File: config.mk
export PLATFORM = sky130hd
export DESIGN_NAME = stack_lifo
export DESIGN_NICKNAME = d
export VERILOG_FILES = /design/src/rtl/stack_pkg.sv /design/src/rtl/stack_ram.sv /design/src/rtl/stack_lifo.sv
export SDC_FILE = /design/constraint.sdc
export NUM_CORES = 1
export LEC_CHECK = 0
export ABC_AREA = 1
export BUFFER_PORTS_ARGS = -buffer_cell sky130_fd_sc_hd__buf_2
export CAP_MARGIN = 5
export CORE_MARGIN = 2
export CORE_UTILIZATION = 58
export DETAILED_ROUTE_END_ITERATION = 8
export PLACE_DENSITY_LB_ADDON = 0.12
export SYNTH_ARGS = -nofsm -noshare
export SYNTH_HDL_FRONTEND = slang
export SYNTH_SLANG_ARGS = --single-unit
File: constraint.sdc
create_clock -name clk -period 3.6 [get_ports clk]
set_input_delay 0.9 -clock clk [delete_from_list [all_inputs] [get_ports clk]]
set_output_delay 0.9 -clock clk [all_outputs]
set_load 0.005 [all_outputs]
File: src/rtl/stack_pkg.sv
// Shared constants and operation encoding for the hardware return/data stack.
// The top level takes its parameter defaults from here.
package stack_pkg;

  localparam int DEPTH = 16;
  localparam int WIDTH = 16;
  localparam int PC_W  = 12;
  localparam int SP_W  = $clog2(DEPTH) + 1;

  // Encoding matches the {push, pop} control pair so it can be cast directly.
  typedef enum logic [1:0] {
    OP_NONE = 2'b00,
    OP_POP  = 2'b01,
    OP_PUSH = 2'b10,
    OP_REPL = 2'b11
  } stack_op_e;

endpackage

File: src/rtl/stack_ram.sv
// DEPTH x WIDTH stack storage: one synchronous write port and one
// asynchronous read port. Contents are deliberately not reset.
module stack_ram
  import stack_pkg::*;
#(
  parameter int DEPTH = stack_pkg::DEPTH,
  parameter int WIDTH = stack_pkg::WIDTH
) (
  input  logic                     clk,
  input  logic                     we,
  input  logic [$clog2(DEPTH)-1:0] waddr,
  input  logic [WIDTH-1:0]         wdata,
  input  logic [$clog2(DEPTH)-1:0] raddr,
  output logic [WIDTH-1:0]         rdata
);

  logic [WIDTH-1:0] mem_r [DEPTH];

  // Entry write on the push edge.
  always_ff @(posedge clk) begin
    if (we) begin
      mem_r[waddr] <= wdata;
    end
  end

  assign rdata = mem_r[raddr];

endmodule

File: src/rtl/stack_lifo.sv
// Hardware return/data stack: sp counter, push/pop decode, registered pop
// port and sticky overflow/underflow flags. Storage lives in stack_ram.
module stack_lifo
  import stack_pkg::*;
#(
  parameter int DEPTH = stack_pkg::DEPTH,
  parameter int WIDTH = stack_pkg::WIDTH,
  parameter int PC_W  = stack_pkg::PC_W
) (
  input  logic                       clk,
  input  logic                       rst_n,
  input  logic                       push,
  input  logic                       pop,
  input  logic [WIDTH-1:0]           stack_in,
  input  logic                       err_clr,
  output logic [WIDTH-1:0]           pop_data,
  output logic                       pop_valid,
  output logic [PC_W-1:0]            ret_pc,
  output logic [WIDTH-1:0]           stack_top,
  output logic [$clog2(DEPTH):0]     sp,
  output logic                       full,
  output logic                       empty,
  output logic                       ovf,
  output logic                       unf
);

  localparam int AW   = $clog2(DEPTH);
  localparam int SPW  = AW + 1;

  logic [SPW-1:0]   sp_r;
  logic [SPW-1:0]   sp_nxt_s;
  logic [WIDTH-1:0] pop_data_r;
  logic [WIDTH-1:0] pop_data_nxt_s;
  logic             pop_valid_r;
  logic             pop_valid_nxt_s;
  logic             ovf_r;
  logic             unf_r;
  logic             ovf_set_s;
  logic             unf_set_s;
  logic             we_s;
  logic [AW-1:0]    waddr_s;
  logic [AW-1:0]    top_addr_s;
  logic [WIDTH-1:0] rd_data_s;
  logic             full_s;
  logic             empty_s;
  stack_op_e        op_s;

  assign full_s     = (sp_r == SPW'(DEPTH));
  assign empty_s    = (sp_r == {SPW{1'b0}});
  assign top_addr_s = AW'(sp_r - SPW'(1));
  assign op_s       = stack_op_e'({push, pop});

  stack_ram #(
    .DEPTH (DEPTH),
    .WIDTH (WIDTH)
  ) u_ram (
    .clk   (clk),
    .we    (we_s),
    .waddr (waddr_s),
    .wdata (stack_in),
    .raddr (top_addr_s),
    .rdata (rd_data_s)
  );

  // Push/pop decode; only control inputs and sp steer state, never stack_in.
  always_comb begin
    sp_nxt_s        = sp_r;
    pop_data_nxt_s  = pop_data_r;
    pop_valid_nxt_s = 1'b0;
    we_s            = 1'b0;
    waddr_s         = sp_r[AW-1:0];
    ovf_set_s       = 1'b0;
    unf_set_s       = 1'b0;
    case (op_s)
      OP_PUSH: begin
        if (!full_s) begin
          we_s     = 1'b1;
          sp_nxt_s = sp_r + SPW'(1);
        end else begin
          ovf_set_s = 1'b1;
        end
      end
      OP_POP: begin
        if (!empty_s) begin
          pop_data_nxt_s  = rd_data_s;
          pop_valid_nxt_s = 1'b1;
          sp_nxt_s        = sp_r - SPW'(1);
        end else begin
          unf_set_s = 1'b1;
        end
      end
      OP_REPL: begin
        if (!empty_s) begin
          // Replace-top: old top leaves via pop_data, new value overwrites it.
          pop_data_nxt_s  = rd_data_s;
          pop_valid_nxt_s = 1'b1;
          we_s            = 1'b1;
          waddr_s         = top_addr_s;
        end else begin
          we_s      = 1'b1;
          sp_nxt_s  = SPW'(1);
          unf_set_s = 1'b1;
        end
      end
      default: begin
        sp_nxt_s = sp_r;
      end
    endcase
  end

  // State registers; a new error outranks a same-cycle err_clr.
  always_ff @(posedge clk or negedge rst_n) begin
    if (!rst_n) begin
      sp_r        <= {SPW{1'b0}};
      pop_data_r  <= {WIDTH{1'b0}};
      pop_valid_r <= 1'b0;
      ovf_r       <= 1'b0;
      unf_r       <= 1'b0;
    end else begin
      sp_r        <= sp_nxt_s;
      pop_data_r  <= pop_data_nxt_s;
      pop_valid_r <= pop_valid_nxt_s;
      ovf_r       <= (ovf_r & ~err_clr) | ovf_set_s;
      unf_r       <= (unf_r & ~err_clr) | unf_set_s;
    end
  end

  assign pop_data  = pop_data_r;
  assign pop_valid = pop_valid_r;
  assign ret_pc    = pop_data_r[PC_W-1:0];
  assign stack_top = empty_s ? {WIDTH{1'b0}} : rd_data_s;
  assign sp        = sp_r;
  assign full      = full_s;
  assign empty     = empty_s;
  assign ovf       = ovf_r;
  assign unf       = unf_r;

endmodule

Word-level counts from Yosys, hierarchy flattened. Memory sizes are Yosys's and may differ from the RTL's. Cells that the tools add are included. Widths: inputs -> output; s select.

Add/subtract/negate cells: 2. Multipliers: 0. Div/mod/pow operators: 0. $lt $le $gt $ge: 0. Equality and inequality tests: 7. Shift-type cells: 0. Multiplexer cells: 17. Bitwise gates (word level): 6. Reduce and logical (&&, ||, !) cells: 5.

Operators by type and width (number): $mux 16 (1); $mux 5 (3); $pmux 5 s3 (1); $mux 1 (9); $mux 4 (2); $ne 2x2->1 const B (3); $add 5x1->5 const B (1); $eq 5x5->1 const B (1); $logic_not 5->1 (1); $sub 5x1->5 const B (1); $eq 2x2->1 const B (2); $reduce_and 4->1 (1); $reduce_bool 3->1 (1); $and 1x1->1 (2); $eq 2x1->1 const B (1); $not 1->1 (2); $or 1x1->1 (2); $pmux 1 s2 (1); $reduce_and 2->1 (1); $reduce_or 2->1 (1).

Bits in registers: 24. Latch bits: 0. Bits in writable memories: 256. ROM bits: 0. Input bits: 21. Output and inout bits: 54. Logic and storage cells: 43. Memories kept: 1.

Memories: u_ram.mem_r (words 16, bits a word 16, rd ports 1, clocked after Yosys merged registers in 0, write ports 1, RTL line stack_ram.sv:17) `logic [WIDTH-1:0] mem_r [DEPTH];`.

Depth between registers and ports, before layout.
Depth in word-level cells: 5. Gate-level depth with buffers: 15.

Cells and area by module. A second synthesis with hierarchy kept.

Cell total of the unflattened synthesis: 1259. Area total of the unflattened synthesis: 12512.0 µm².

By module, submodules not included: stack_ram (instances 1, cells an instance 1058, area an instance 11060.6 µm², sequential area each 7687.4 µm²); stack_lifo (instances 1, cells an instance 201, area an instance 1451.4 µm², sequential area each 600.6 µm²).

Least setup slack after synthesis. Ideal clock, no wire load.

Path type: register -> output. Start: reg sp_r[0], in the netlist sp[0]. End: out stack_top[10]. Arrival: 2.138 ns. Path slack: 0.562 ns. Cell stages (with the launch flop): 14. Buffers on the path: 6. Cell sequence: dfrtp_1 -> buf_2 -> inv_4 -> buf_2 -> buf_4 -> ha_1 -> clkbuf_1 -> inv_1 -> buf_4 -> clkbuf_1 -> nand2_1 -> nand3_1 -> nand3_1 -> a21oi_1.

Cells in the longest elaborated chain, start to end: 3. Elaborated cells between the ends (all ways): 4.

Ends and longest elaborated chain: start, declared (RTL line stack_lifo.sv:30) `logic [SPW-1:0] sp_r;`; start signal, assigned (RTL line stack_lifo.sv:114) `sp_r <= {SPW{1'b0}};`; start signal, assigned (RTL line stack_lifo.sv:120) `sp_r <= sp_nxt_s;`; $sub 5x1->5; $mem_v2 16x16; $mux 16 * (RTL line stack_lifo.sv:131) `assign stack_top = empty_s ? {WIDTH{1'b0}} : rd_data_s;`; end, declared (RTL line stack_lifo.sv:19) `output logic [WIDTH-1:0] stack_top,`.

Every way passes the cells marked *; elsewhere a longest branch is shown, timed or not.

Worst setup path in the final report.
Start: reg sp_r[0], in the netlist sp[0]. End: out stack_top[7].

The elaborated chain is that of the path after synthesis.

==> flow_summary.yaml <==
sta:
  totalNegativeSetupSlack_ps: 0
  slew_headroom: 0.530
  fin_crit_sh: 0.969
  layout_min_cycle_time_ps: 3490
  drv_slew: 0
  setup_violations: 0
  hold_violations: 0
  worstMarginPinSlew_ps: 705
  max_freq_mhz: 287
  finalClockSkew_ps: 16.5
floorplanning:
  io_pins: 75
  die_w_um: 151
  dieArea_mm2: 0.0228
  start_util: 0.593
  core_mm2: 0.0212
  rows: 53
  die_h_um: 151
critical_path:
  crit_type: "flip-flop to primary output"
  slowest_stage: "dfrtp_4"
  critPathTopFamily: "buffers and inverters"
  end_kind: "primary output"
  crit_top_cell: "nand3_1"
  arrival_ps: 2590
  path_cells: "inv_4, ha_4, inv_6, buf_4, nand3_1, nand3_1, nand3_1, a21oi_1, buf_2"
  critPathLaunchType: "flip-flop"
  path_max_fanout: 15
  cp.required_ps: 2700
  cpPeakStageDelay_ps: 510
  crit_buf_inv: 4
power_and_ir_drop:
  leakage_uw: 0.00634
  power-per-cell-area_mw_per_mm2: 938
  ir_drop_v: 0.000732
yosys:
  yosysSeqAreaShare: 0.660
  synth_compound_area_frac: 0.0125
  ys_async_sr_fraction: 0.0857
  yosysMostFrequentCell: "nand2_1"
  yosys.area_share.simple: 0.223
  synth.avg_cell_area_um2: 10.0
  ys.flop_type: "edfxtp_1"
  yosysWarnings: 0
  yosys.area.top_type: "edfxtp_1"
  ys_seq_elements: 280
  synth_edf_count: 256
  netlist_instances: 1251
  synth_top_family_by_area: "simple AND/OR/NAND/NOR gates"
  synth_xor_area_frac: 0.00419
  muxShareOfSynthArea: 0
  synth_fa_ha_area_frac: 0.00299
  synth_nets: 1275
  synth_area_leaders: "edfxtp_1 61%, nand2_1 13%, nand3_1 8.0%"
  synth_area_mm2: 0.0125
  synth_top_area_share: 0.613
  synth_common_cells: "421 x nand2_1, 256 x edfxtp_1, 205 x inv_1"
  synthDistinctLibCells: 28
routing:
  firstDrtPassIters: 5
  vias_per_cell: 5.42
  ant_nets: 0
  wl_per_cell_um: 18.9
  drt_iter0_markers: 884
  routed_wl_um: 30700
  vias: 8777
  drc: 0
clocking:
  clock-sinks: 280
  cts_root_buf: "clkbuf_16"
  tritoncts: "done"
  cts_max_level: 1
  clk_latency_ps: 540
  cts_hold_buffers: 0
  cts_max_path_buffers: 3
  clkTransAtPathRegs_ps: 60
  numCtsBuffers: 29
global_route:
  grt_util_all_layers: 0.272
  grt_pass1_vias: 8128
  grt_max_degree: 134
  gr-total-overflow: 0
  grt_pass1_wl_um: 46200
  antenna_found_initial: 0
layout:
  stdcell_area_mm2: 0.0143
  syn_to_final_growth_pct: 13.7
  nets: 1349
  final_cell_count_no_fill: 1620
  n_antenna_cell: 0
  drive_gt1_frac: 0.144
worst_hold_path:
  hold_class: "primary input to async pin"
run_status:
  status: "finished clean"
place:
  post_dp_cell_area_mm2: 0.0133
  post-dp-hpwl_um: 18800
  gp_congestion: 0.857
  io_buffers: 74
  dp.cells: 1568
flow_run:
  cap_violations: 0
## final cells by class
| class | count | area, µm² |
|---|---|---|
| sequential | 280 | 8290 |
| fill | 1624 | 6880 |
| multi-input combinational | 692 | 3150 |
| timing repair buffer | 112 | 801 |
| inverter | 210 | 800 |
| clock buffer | 36 | 752 |
| tap | 275 | 344 |
| clock inverter | 15 | 138 |
## worst reg2reg max path, cell delays in order, from the launching register on
cell and delay [ps]:
dfrtp_4 510, inv_4 120, nand3_2 110, inv_1 80
nand2_1 60, nand2_2 390, nand2_1 220, nand2_1 160
nand3_2 140, nor2_2 580, buf_4 290
## power breakdown
group | total (µW) | internal [µW] | switching, µW
combinational | 6470 | 2130 | 4340
clock | 2830 | 1670 | 1150
sequential | 4090 | 3940 | 153
## sequential cells by signal, indices dropped and copies added (netlist names)
register / flops
u_ram.mem_r: 256
pop_data: 16
sp: 5
ovf: 1
pop_valid: 1
unf: 1
## what timing repair did
item / CTS / global route
gates cloned: 0 / 1
pin swaps: 0 / 0
setup buffers: 0 / 0
resized for setup: 8 / 9
setup endpoints to repair: 15 / 16
## worst paths after layout
| check | depth (start not counted) | slack [ps] | to | from |
|---|---|---|---|---|
| min in group clk | 2 | 480 | pop_data[15] | pop_data[15] |
| min reg2reg | 2 | 480 | pop_data[15] | pop_data[15] |
| max | 9 | 110 | stack_top[7] | sp[0] |
| min | 1 | 350 | sp[0] | rst_n |
| max reg2reg | 10 | 630 | u_ram.mem_r[13][11] | sp[0] |
| max in group asynchronous | 1 | 2840 | sp[0] | rst_n |
## per-layer routing
| metal | track usage | vias up | part of all wire | wire length [µm] |
|---|---|---|---|---|
| met5 | 0 | - | 0 | 0 |
| li1 | - | 4163 | - | - |
| met2 | 0.418 | 438 | 0.45 | 13900 |
| met3 | 0.0503 | 75 | 0.094 | 2900 |
| met1 | 0.396 | 4101 | 0.42 | 12800 |
| met4 | 0.0949 | 0 | 0.034 | 1050 |
## metrics by stage
step	hold slack [ps]	util	total power (µW)	setup WS (ps)
global route	376	0.675	14200	-1.41
finish	347	0.675	13400	112
global placement	460	0.628	10200	424
detailed placement	460	0.628	10300	407
CTS	348	0.671	13200	1.22
floorplan	472	-	8090	562
## cell usage in the layout, fill, tap and decap left out, types with 3 or more instances in the layout
| cell | netlist | layout |
|---|---|---|
| nand2_1 | 421 | 421 |
| edfxtp_1 | 256 | 256 |
| inv_1 | 205 | 203 |
| nand3_1 | 200 | 200 |
| buf_2 | 27 | 74 |
| clkbuf_16 | 0 | 30 |
| buf_4 | 24 | 24 |
| dfrtp_1 | 24 | 23 |
| nor2_2 | 0 | 16 |
| a21oi_1 | 19 | 14 |
| clkinv_1 | 1 | 10 |
| o21ai_0 | 9 | 9 |
| buf_12 | 0 | 9 |
| nand3_2 | 7 | 7 |
| clkbuf_1 | 9 | 7 |
| nand2_2 | 5 | 5 |
| inv_2 | 3 | 4 |
| a21oi_2 | 0 | 4 |
| buf_6 | 6 | 4 |
| bufinv_16 | 0 | 3 |
## cells by family (layout without fill, tap and decap cells)
| group | count (synthesis) | in the layout |
|---|---|---|
| AND/OR/NAND/NOR | 655 | 655 |
| flip-flops | 280 | 280 |
| buffers and inverters | 279 | 373 |
| AO/OA/AOI/OAI | 31 | 31 |
| adder cells (fa/ha/maj) | 3 | 3 |
| XOR/XNOR | 3 | 3 |
No activity file was read; power rests on OpenSTA's default activity.
